[config.mk]
export PLATFORM = sky130hd
export DESIGN_NAME = alu_mc
export DESIGN_NICKNAME = d
export VERILOG_FILES = /design/src/rtl/alu_pkg.sv /design/src/rtl/alu_mul_iter.sv /design/src/rtl/alu_mc.sv
export SDC_FILE = /design/constraint.sdc
export NUM_CORES = 1
export LEC_CHECK = 0
export ABC_AREA = 0
export ABC_CLOCK_PERIOD_IN_PS = 10000
export BUFFER_PORTS_ARGS = -buffer_cell sky130_fd_sc_hd__buf_2
export CAP_MARGIN = 30
export CORE_MARGIN = 2
export CORE_UTILIZATION = 49
export DETAILED_ROUTE_END_ITERATION = 7
export HOLD_SLACK_MARGIN = 0.06
export PLACE_DENSITY = 0.71
export SYNTH_ARGS = -nofsm -noshare
export SYNTH_HDL_FRONTEND = slang
export SYNTH_SLANG_ARGS = --single-unit
[constraint.sdc]
create_clock -name clk -period 10 [get_ports clk]
set_input_delay 0 -clock clk [delete_from_list [all_inputs] [get_ports clk]]
set_output_delay 0 -clock clk [all_outputs]
set_load 0.02 [all_outputs]
[src/rtl/alu_pkg.sv]
// Shared opcodes and FSM state encoding for the multi-cycle execute ALU.
// Imported by alu_mc and alu_mul_iter.
package alu_pkg;

    localparam logic [3:0] ALU_AND = 4'b0000;
    localparam logic [3:0] ALU_OR  = 4'b0001;
    localparam logic [3:0] ALU_ADD = 4'b0010;
    localparam logic [3:0] ALU_SUB = 4'b0110;
    localparam logic [3:0] ALU_SLT = 4'b0111;
    localparam logic [3:0] ALU_NOR = 4'b1100;
    localparam logic [3:0] ALU_MUL = 4'b1000;

    typedef enum logic [1:0] {
        S_IDLE = 2'd0,
        S_BUSY = 2'd1,
        S_DONE = 2'd2
    } alu_state_t;

endpackage

[src/rtl/alu_mul_iter.sv]
// Iterative shift-add multiplier, MUL_BITS multiplier bits per cycle, LSB first.
// done/product are combinational in the final iteration so the caller can latch.
module alu_mul_iter
    import alu_pkg::*;
#(
    parameter int WIDTH    = 64,
    parameter int MUL_BITS = 1
) (
    input  logic             clk,
    input  logic             rst,
    input  logic             start,
    input  logic [WIDTH-1:0] a,
    input  logic [WIDTH-1:0] b,
    output logic             busy,
    output logic             done,
    output logic [WIDTH-1:0] product
);

    localparam int N  = WIDTH / MUL_BITS;
    localparam int CW = (N > 1) ? $clog2(N) : 1;

    logic [WIDTH-1:0] a_q;
    logic [WIDTH-1:0] b_q;
    logic [WIDTH-1:0] acc_q;
    logic [WIDTH-1:0] partial;
    logic [WIDTH-1:0] acc_next;
    logic [CW-1:0]    cnt_q;
    logic             busy_q;

    // Partial product of the shifted multiplicand and the low MUL_BITS multiplier bits.
    always_comb begin
        partial = '0;
        for (int i = 0; i < MUL_BITS; i++) begin
            if (b_q[i]) begin
                partial = partial + (a_q << i);
            end
        end
        acc_next = acc_q + partial;
    end

    assign busy    = busy_q;
    assign done    = busy_q && (cnt_q == CW'(N - 1));
    assign product = acc_next;

    // Operand shift registers, accumulator and iteration counter.
    always_ff @(posedge clk) begin
        if (rst) begin
            a_q    <= '0;
            b_q    <= '0;
            acc_q  <= '0;
            cnt_q  <= '0;
            busy_q <= 1'b0;
        end else if (start) begin
            a_q    <= a;
            b_q    <= b;
            acc_q  <= '0;
            cnt_q  <= '0;
            busy_q <= 1'b1;
        end else if (busy_q) begin
            a_q   <= a_q << MUL_BITS;
            b_q   <= b_q >> MUL_BITS;
            acc_q <= acc_next;
            cnt_q <= cnt_q + CW'(1);
            if (done) begin
                busy_q <= 1'b0;
            end
        end
    end

endmodule

[src/rtl/alu_mc.sv]
// Multi-cycle execute ALU with valid/ready on both sides and registered result.
// Define ALU_MUL_EN to build the iterative multiplier; otherwise MUL is an unknown op.
module alu_mc
    import alu_pkg::*;
#(
    parameter int WIDTH    = 64,
    parameter int MUL_BITS = 1
) (
    input  logic             clk,
    input  logic             rst,
    input  logic             in_valid,
    output logic             in_ready,
    input  logic [WIDTH-1:0] op1,
    input  logic [WIDTH-1:0] op2,
    input  logic [3:0]       alu_sel,
    output logic             out_valid,
    input  logic             out_ready,
    output logic [WIDTH-1:0] result,
    output logic             zero
);

    if (WIDTH < 8) begin : g_chk_width
        $error("alu_mc: WIDTH must be >= 8");
    end
    if (WIDTH % MUL_BITS != 0) begin : g_chk_mul
        $error("alu_mc: WIDTH must be a multiple of MUL_BITS");
    end

    alu_state_t       state_q;
    alu_state_t       state_d;
    logic [WIDTH-1:0] result_q;
    logic [WIDTH-1:0] result_d;
    logic             zero_q;
    logic [WIDTH-1:0] alu_res;

    logic is_and;
    logic is_or;
    logic is_add;
    logic is_sub;
    logic is_slt;
    logic is_nor;

    assign is_and = (alu_sel == ALU_AND);
    assign is_or  = (alu_sel == ALU_OR);
    assign is_add = (alu_sel == ALU_ADD);
    assign is_sub = (alu_sel == ALU_SUB);
    assign is_slt = (alu_sel == ALU_SLT);
    assign is_nor = (alu_sel == ALU_NOR);

`ifdef ALU_MUL_EN
    logic             is_mul;
    logic             mul_start;
    logic             mul_busy;
    logic             mul_done;
    logic [WIDTH-1:0] mul_product;

    assign is_mul = (alu_sel == ALU_MUL);

    alu_mul_iter #(
        .WIDTH    (WIDTH),
        .MUL_BITS (MUL_BITS)
    ) u_mul (
        .clk     (clk),
        .rst     (rst),
        .start   (mul_start),
        .a       (op1),
        .b       (op2),
        .busy    (mul_busy),
        .done    (mul_done),
        .product (mul_product)
    );
`endif

    // Single-cycle datapath; unknown opcodes (and MUL here) give zero.
    always_comb begin
        alu_res = '0;
        unique case (1'b1)
            is_and:  alu_res = op1 & op2;
            is_or:   alu_res = op1 | op2;
            is_add:  alu_res = op1 + op2;
            is_sub:  alu_res = op1 - op2;
            is_slt:  alu_res = WIDTH'($signed(op1) < $signed(op2));
            is_nor:  alu_res = ~(op1 | op2);
            default: alu_res = '0;
        endcase
    end

    // Next-state, handshake outputs and next result value.
    always_comb begin
        state_d   = state_q;
        result_d  = result_q;
        in_ready  = 1'b0;
        out_valid = 1'b0;
`ifdef ALU_MUL_EN
        mul_start = 1'b0;
`endif
        unique case (state_q)
            S_IDLE: begin
                in_ready = 1'b1;
                if (in_valid) begin
`ifdef ALU_MUL_EN
                    if (is_mul) begin
                        mul_start = 1'b1;
                        state_d   = S_BUSY;
                    end else begin
                        result_d = alu_res;
                        state_d  = S_DONE;
                    end
`else
                    result_d = alu_res;
                    state_d  = S_DONE;
`endif
                end
            end
            S_BUSY: begin
`ifdef ALU_MUL_EN
                if (mul_done) begin
                    result_d = mul_product;
                    state_d  = S_DONE;
                end else if (!mul_busy) begin
                    state_d = S_IDLE;
                end
`else
                state_d = S_IDLE;
`endif
            end
            S_DONE: begin
                out_valid = 1'b1;
                if (out_ready) begin
                    state_d = S_IDLE;
                end
            end
            default: state_d = S_IDLE;
        endcase
    end

    // State and output registers; zero tracks the registered result.
    always_ff @(posedge clk) begin
        if (rst) begin
            state_q  <= S_IDLE;
            result_q <= '0;
            zero_q   <= 1'b1;
        end else begin
            state_q  <= state_d;
            result_q <= result_d;
            zero_q   <= ~|result_d;
        end
    end

    assign result = result_q;
    assign zero   = zero_q;

endmodule
Word level (Yosys, flattened, before mapping)
Cells that the tools add are included.
{"block": "classes", "n_addsub": 2, "n_lt_le_gt_ge": 1, "n_eq_ne": 8, "n_mux": 8, "bitwise_logic": 3, "n_reduce_logical": 5}
{"op": "$pmux W64 S6", "count": 1}
{"op": "$mux W64", "count": 2}
{"op": "$add A64 B64 Y64", "count": 1}
{"op": "$and A64 B64 Y64", "count": 1}
{"op": "$lt A64 B64 Y1", "count": 1}
{"op": "$not A64 Y64", "count": 1}
{"op": "$or A64 B64 Y64", "count": 1}
{"op": "$reduce_or A64 Y1", "count": 1}
{"op": "$sub A64 B64 Y64", "count": 1}
{"op": "$eq A4 B3 Y1 const B", "count": 2}
{"op": "$eq A4 B1 Y1 const B", "count": 1}
{"op": "$eq A4 B2 Y1 const B", "count": 1}
{"op": "$eq A4 B4 Y1 const B", "count": 1}
{"op": "$logic_not A4 Y1", "count": 1}
{"op": "$mux W2", "count": 2}
{"op": "$ne A2 B2 Y1 const B", "count": 2}
{"op": "$pmux W2 S2", "count": 1}
{"op": "$eq A2 B2 Y1 const B", "count": 1}
{"op": "$logic_not A2 Y1", "count": 1}
{"op": "$mux W1", "count": 2}
{"op": "$reduce_and A2 Y1", "count": 1}
{"op": "$logic_not A1 Y1", "count": 1}
{"block": "word_totals", "reg_bits": 67, "in_bits": 136, "elab_cells": 30}

Longest topological paths before layout
Gate-level depths: netlist (run 1).
{"block": "depth", "depth_word": 7, "depth_mapped": 17}

Least setup slack after synthesis (run 1)
Ideal clock, no wire load.
{"block": "synth_path", "path_type": "in2reg", "from": "input op1[0]", "to": "register zero_q (netlist: zero)", "setup_ns": 0.059, "arrival_time_ns": 3.147, "t_required_ns": 9.941, "path_slack_ns": 6.794, "path_stages": 16, "n_path_buf": 0, "path_cell_list": "inv_1 -> ha_1 -> fa_1 -> o21bai_1 -> nand2_2 -> a21oi_4 -> o211ai_2 -> a211o_2 -> nand2_2 -> o211ai_2 -> a21boi_4 -> o31ai_1 -> nor3_1 -> or4_4 -> nor4_2 -> a41o_1"}
{"block": "synth_via", "elab_chain_cells": 7, "elab_cells_between_ends": 11, "cone_classes": "add/sub (2); order compare (1); mux (3); bitwise (3); reduce/logical (2)"}
{"item": "start: declaration", "line_no": "alu_mc.sv:13", "text": "input logic [WIDTH-1:0] op1,"}
{"item": "branches (longest 2 deep; another with $sub A64 B64 Y64)"}
{"item": "$pmux W64 S6 (*)", "line_no": "alu_mc.sv:77", "text": "unique case (1'b1)"}
{"item": "$mux W64 (*)", "line_no": "alu_mc.sv:100", "text": "if (in_valid) begin"}
{"item": "$mux W64 (*)", "line_no": "alu_mc.sv:97", "text": "unique case (state_q)"}
{"item": "$reduce_or A64 Y1 (*)", "line_no": "alu_mc.sv:146", "text": "zero_q <= ~|result_d;"}
{"item": "$logic_not A1 Y1 (*)", "line_no": "alu_mc.sv:146"}
{"item": "end signal: assignment", "line_no": "alu_mc.sv:146"}
{"item": "end: declaration", "line_no": "alu_mc.sv:33", "text": "logic zero_q;"}
Every way passes the cells marked *.
A chain may end at the register's enable or synchronous reset.

Final worst setup path (run 1)
{"block": "layout_path", "from": "register state_q[1]", "to": "register zero_q (netlist: zero)"}
{"block": "layout_via", "elab_chain_cells": 4}
{"item": "start: declaration", "line_no": "alu_mc.sv:29", "text": "alu_state_t state_q;"}
{"item": "start signal: assignment", "line_no": "alu_mc.sv:144", "text": "state_q <= state_d;"}
{"item": "$logic_not A2 Y1", "line_no": "alu_mc.sv:97"}
{"item": "$mux W64", "line_no": "alu_mc.sv:97"}
{"item": "$reduce_or A64 Y1", "line_no": "alu_mc.sv:146"}
{"item": "$logic_not A1 Y1", "line_no": "alu_mc.sv:146"}
No other way between the ends.

==> impl_metrics.toml, run 1 <==
[outcome]
status = "complete, no violations"

[clocking]
clk_latency_ps = 370
cts_resized = 0
cts-root-buf = "clkbuf_16"
cts_tree = "built"
h-tree-depth = 3
clk_pin_slew_worst_paths_ps = 80
clk_path_buf_depth = 2
numCtsBuffers = 9
clock-sinks = 66
cts_setup_buffers = 0

[synth]
synth.top_cell.area_share = 0.1784
synthFlopType = "dfxtp_1"
synth_cell_types = 116
avgSynthCellArea_um2 = 6.963
yosysTopAreaCell = "ha_1"
synth_area_leaders = "ha_1 (18%), dfxtp_1 (8.9%), a21oi_1 (7.3%), nor2_1 (5.8%), inv_1 (4.7%)"
synth_edf_count = 0
mappedNetlistArea_um2 = 14870
ys_warn_count = 0
syn_inst = 2135
synth_async_sr_flop_share = 0
yosysMostFrequentCell = "nor2_1"
synth-seq-area-share = 0.08888
synth_fp_nets = 2485
synth-seq-cells = 66
synth_commonest_cells = "nor2_1 (231), a21oi_1 (216), ha_1 (212), inv_1 (187), nand2_1 (171)"

[power_and_ir_drop]
ir_drop_v = 0.00008933
powerDensity_nw_per_um2 = 95.77
p_leak_nw = 7.307

[setup_path]
r2r-start = "state_q[1]"
crit_required_ps = 10300
critPathCaptureType = "flop"
critPathLaunchType = "flop"
path_common_cell = "nand4_1"
reg2reg_to = "zero"
arrival_ps = 4900
crit_fanout = 52
path_cells = "nand2b_2 -> buf_4 -> nor2_2 -> a221o_1 -> a221oi_2 -> nand4_1 -> nor4_1 -> and4_1 -> nand4_1 -> nor4_2 -> a41o_1"
r2r_cells = 11
r2r_slack_ps = 5400
cpLargestDelayFamily = "simple AND/OR/NAND/NOR gates"
cpPeakStageDelay_ps = 750
path_buf_inv = 1
cp_slowest_cell = "buf_4"
path_class = "flop to flop"

[timing]
final-hold-violation-count = 0
tightest_slew_ps = 1121
fin_crit_sh = 0.4604
holdWs_ps = 284.0
grt_setup_unrepaired = "no"
fin_skew_ps = 18.55
max_clock_freq_ghz = 0.2172
post-route-min-period_ps = 4604
setup_tns_ps = 0
slew_headroom = 0.2431
setup_viol = 0
finalMaxSlewViolations = 0
finalWorstSetupSlack_ps = 5396

[placed_design]
io_buffers = 202
dpl.cell_count = 2623
place_hpwl_um = 52970
dp_slack_ps = 5367
place.gp.congestion = 1.094

[global_routing]
antenna_found_initial = 1
track_usage = 0.4130
grt-ovfl-total = 0
grt_pass1_wl_um = 99980
grt_pass1_vias = 16540
grt_max_degree = 67

[floorplan]
die-height_um = 178.2
start_util = 0.5002
pin_count = 203
design.core.area_um2 = 29720
die_area_um2 = 31750
die_w_um = 178.2
row_count = 63

[job]
drv_cap = 0

[detailed_routing]
drtIter0Drc = 2587
wl_per_cell_um = 25.70
route.detailed.drc = 0
drt_pre_antenna_iters = 7
ant_nets = 0
drt_wl_total_um = 67860
via_per_inst = 6.891
vias = 18200

[final_layout]
syn_to_final_growth_pct = 8.695
layout.cells.non_filler = 2641
fin_nets = 2595
drive_gt1_frac = 0.1489
fill_cells = 2999

[hold_path]
hold-path-cell-count = 6
hold_path.class = "input port to flop"
min_to = "result[0]"
holdCritStartpoint = "op1[63]"
metal layers:
layer | GRT usage | routed length, µm
met2 | 0.6313 | 28510
met4 | 0.1629 | 3043
met1 | 0.5699 | 28000
met3 | 0.07886 | 8306
met5 | 0 | 0
tightest hold or removal path, stage by stage:
cell and delay, ps:
buf_2 100, ha_1 170, a32oi_1 90, o21ai_0 70, a21oi_1 70, nor2_1 90
sequential cells by signal, summed over array words and instances (netlist names):
signal	count
result	64
state_q	1
zero	1
through the flow:
step / cell area [µm²] / power (mW) / util
2_1_floorplan: 14870 / 0.8576 / -
3_3_place_gp: 15800 / 1.111 / 0.5316
3_5_place_dp: 15800 / 1.114 / 0.5318
4_1_cts: 16160 / 1.508 / 0.5436
5_1_grt: 16160 / 1.605 / 0.5436
6_report: 16160 / 1.547 / 0.5437
worst max path at each step:
| stage | startpoint | to | slack (ps) | depth (start not counted) |
|---|---|---|---|---|
| finish | state_q[1] | zero | 5400 | 11 |
| global route | state_q[1] | zero | 5360 | 12 |
| CTS | state_q[1] | zero | 5620 | 11 |
| detailed placement | op1[5] | zero | 5370 | 16 |
| global placement | op1[6] | zero | 5400 | 16 |
| floorplan | op1[0] | zero | 6790 | 16 |
logic make-up (layout without fill, tap and decap cells):
logic type / count (synthesis) / after routing / share of synthesized area
AOI/OAI and AO/OA: 742 / 742 / 0.3533
xor gates and xnor gates: 46 / 46 / 0.02710
other: 0 / 1 / 0
muxes: 12 / 12 / 0.008165
buffers and inverters: 325 / 440 / 0.1002
and+or+nand+nor: 730 / 730 / 0.2412
adders and majority gates: 214 / 214 / 0.1811
DFF: 66 / 66 / 0.08888
layout by cell type (no fill, tap or decap), types with 15 or more instances in the layout:
cell | netlist | final
ha_1 | 212 | 212
o211ai_1 | 22 | 22
a22oi_1 | 28 | 28
a221oi_1 | 47 | 47
o22ai_1 | 17 | 17
nand4_1 | 34 | 34
nor3_1 | 54 | 53
nand3_1 | 54 | 54
a21oi_1 | 216 | 216
a221o_1 | 20 | 20
a211oi_1 | 23 | 23
o31ai_1 | 42 | 42
a21o_1 | 31 | 31
o21ai_1 | 19 | 19
and2_1 | 15 | 15
nor2b_1 | 28 | 28
xnor2_1 | 44 | 44
dfxtp_1 | 66 | 66
a31oi_1 | 22 | 22
buf_2 | 26 | 203
nor2_1 | 231 | 229
nor4_1 | 49 | 48
nand2_1 | 171 | 171
buf_4 | 1 | 21
inv_1 | 187 | 187
o21ai_0 | 83 | 83
o21bai_1 | 29 | 29
area by class of cell:
cell class | instances | area [µm²] | area share
clock buffers | 10 | 229.0 | 0.01417
flip-flops and latches | 66 | 1321 | 0.08177
well taps | 390 | 488.0 | 0.03020
multi-input cells | 1744 | 12070 | 0.7472
clock inverters | 6 | 113.9 | 0.007047
diodes | 1 | 2.502 | 0.0001549
inverters | 199 | 747.0 | 0.04623
repair buffers | 225 | 1184 | 0.07325
report_power, final:
part | leakage, nW | total [mW] | switching (mW) | internal, mW
clock | 0.159 | 0.398 | 0.153 | 0.245
combinational | 6.61 | 0.863 | 0.586 | 0.277
sequential | 0.536 | 0.286 | 0.0121 | 0.274
timing repair:
item                       4_1_cts  5_1_grt
setup endpoints to repair        0        0
hold buffers                     1        0
hold endpoints to repair         1        0
Note: power is estimated with default switching activity, not from simulation.
==> run 2, diff against run 1 <==
--- a/config.mk
+++ b/config.mk
@@ -6,14 +6,14 @@
 export NUM_CORES = 1
 export LEC_CHECK = 0
 export ABC_AREA = 0
-export ABC_CLOCK_PERIOD_IN_PS = 10000
+export ABC_CLOCK_PERIOD_IN_PS = 4100
 export BUFFER_PORTS_ARGS = -buffer_cell sky130_fd_sc_hd__buf_2
 export CAP_MARGIN = 30
 export CORE_MARGIN = 2
 export CORE_UTILIZATION = 49
 export DETAILED_ROUTE_END_ITERATION = 7
 export HOLD_SLACK_MARGIN = 0.06
-export PLACE_DENSITY = 0.71
+export PLACE_DENSITY = 0.73
 export SYNTH_ARGS = -nofsm -noshare
 export SYNTH_HDL_FRONTEND = slang
 export SYNTH_SLANG_ARGS = --single-unit
==> constraint.sdc (replaced) <==
create_clock -name clk -period 4.1 [get_ports clk]
set_input_delay 0 -clock clk [delete_from_list [all_inputs] [get_ports clk]]
set_output_delay 0 -clock clk [all_outputs]
set_load 0.02 [all_outputs]
==> impl_metrics.toml, run 2 (synthesis results as in run 1) <==
[timing]
fin_skew_ps = 5.747
tightest_slew_ps = 874.9
grt_setup_unrepaired = "no"
finalWorstSetupSlack_ps = 145.5
finalMaxSlewViolations = 0
fin_crit_sh = 0.9645
post-route-min-period_ps = 3955
slew_headroom = 0.4167
final-hold-violation-count = 0
setup_viol = 0
max_clock_freq_ghz = 0.2529

[final_layout]
fill_cells = 2776
final_cell_mix = "buf_4 (322), nor2_1 (229), a21oi_1 (216)"
final_common_cell = "buf_4"
fin_nets = 2899
syn_to_final_growth_pct = 24.35
drive_gt1_frac = 0.2529
largest_register_ffs = 64

[power_and_ir_drop]
p_leak_nw = 8.772
p_clk_frac = 0.213
switchingPower_mw = 1.921
p_sw_frac = 0.4767
p_seq_frac = 0.173
combPwrFrac = 0.613
ir_drop_v = 0.0002162
p_int_mw = 2.109
powerDensity_nw_per_um2 = 218.0
total_power_mw = 4.030

[global_routing]
antenna_found_initial = 3
grt_pass1_wl_um = 106400
grt_max_degree = 37
grt-ovfl-total = 0
grt_pass1_vias = 18210
track_usage = 0.4368

[hold_path]
min_to = "result[3]"
hold-path-cell-count = 2
holdCritStartpoint = "rst"
hold_path.class = "input port to flop"

[floorplan]
die_w_um = 178.2
die-height_um = 178.2
pin_count = 203
start_util = 0.5002
row_count = 63
die_area_um2 = 31750
design.core.area_um2 = 29720

[placed_design]
dp_slack_ps = -539.6
place_hpwl_um = 58230
io_buffers = 202
place.gp.congestion = 1.104

[clocking]
clk_pin_slew_worst_paths_ps = 70
cts-root-buf = "clkbuf_16"
clock-sinks = 66
clk_latency_ps = 350
h-tree-depth = 3
numCtsBuffers = 9
clk_path_buf_depth = 2
cts_tree = "built"

[detailed_routing]
routed.top_layer = "met5"
met1Wirelength_um = 28190
drt_pre_antenna_iters = 7
drt_wl_total_um = 71390
met2_length_um = 30910
route.detailed.drc = 0
vias = 19410
via_per_inst = 6.589
wl_met3_um = 8167
wl_per_cell_um = 24.24
drtIter0Drc = 2686
ant_nets = 0

[setup_path]
r2r-start = "state_q[1]"
r2r_slack_ps = 440
critPathLaunchType = "input port"
arrival_ps = 4250
crit_fanout = 10
critPathCaptureType = "flop"
reg2reg_to = "zero"
r2r_cells = 13
crit_required_ps = 4400
path_class = "input port to flop"

[job]
drv_cap = 0

[outcome]
status = "complete, no violations"
run 2: final cells by class:
cell class | count | area, µm² | area share
Clock buffer | 9 | 225.2 | 0.01218
Inverter | 199 | 747.0 | 0.04041
Timing Repair Buffer | 529 | 3518 | 0.1903
Sequential cell | 66 | 1321 | 0.07148
Clock inverter | 7 | 76.32 | 0.004129
Tap cell | 390 | 488.0 | 0.02640
Antenna cell | 1 | 2.502 | 0.0001354
Multi-Input combinational cell | 1744 | 12110 | 0.6549
run 2: timing repair:
action / CTS / global route
endpoints found under the hold margin: 1 / 0
buffers inserted: 0 / 0
resized for setup: 2 / 6
setup endpoints to repair: 1 / 1
hold buffers: 1 / 0
run 2: how the worst max path moves through the flow:
stage	startpoint	end	slack, ps	cells past startpoint
5_1_grt	op2[12]	zero	20	17
2_1_floorplan	op1[0]	zero	890	16
6_report	op1[12]	zero	150	17
3_3_place_gp	op1[14]	zero	-370	18
4_1_cts	op1[12]	zero	80	18
3_5_place_dp	op1[12]	zero	-540	18
run 2: power by group through the flow:
stage	Sequential, mW	Clock, mW	Combinational [mW]
2_1_floorplan	0.729	0	1.36
3_3_place_gp	0.711	0	2.35
3_5_place_dp	0.711	0	2.36
4_1_cts	0.697	0.852	2.38
5_1_grt	0.700	0.878	2.62
6_report	0.699	0.860	2.47
run 2: worst max-delay path, cell delays in order:
cell and delay, ps:
buf_2 110, inv_1 40, ha_1 480, buf_4 190, nor2_1 80, o21ai_1 80
nand2_1 120, a311oi_1 600, a211o_2 280, a21oi_1 80, o41ai_1 660, o221a_2 300
o221ai_1 170, nor4_1 350, nand4_1 220, nor4_2 280, a41o_1 190
run 2: per-layer routing:
layer	GRT usage	up-vias
li1	-	8679
met1	0.5685	9026
met2	0.6828	1428
met3	0.08632	268
met4	0.2249	4
met5	0	-
run 2: per-stage QoR:
| step | area (µm²) | TNS, ps | hold WS (ps) | utilization | instances |
|---|---|---|---|---|---|
| 3_5_place_dp | 18140 | -539.6 | 270.3 | 0.6103 | 2927 |
| 4_1_cts | 18460 | 0 | 253.8 | 0.6212 | 2944 |
| 2_1_floorplan | 14870 | 0 | 179.1 | - | 2135 |
| 3_3_place_gp | 18140 | -373.9 | 265.9 | 0.6103 | 2927 |
| 6_report | 18490 | 0 | 255.5 | 0.6220 | 2945 |
| 5_1_grt | 18480 | 0 | 269.9 | 0.6220 | 2944 |
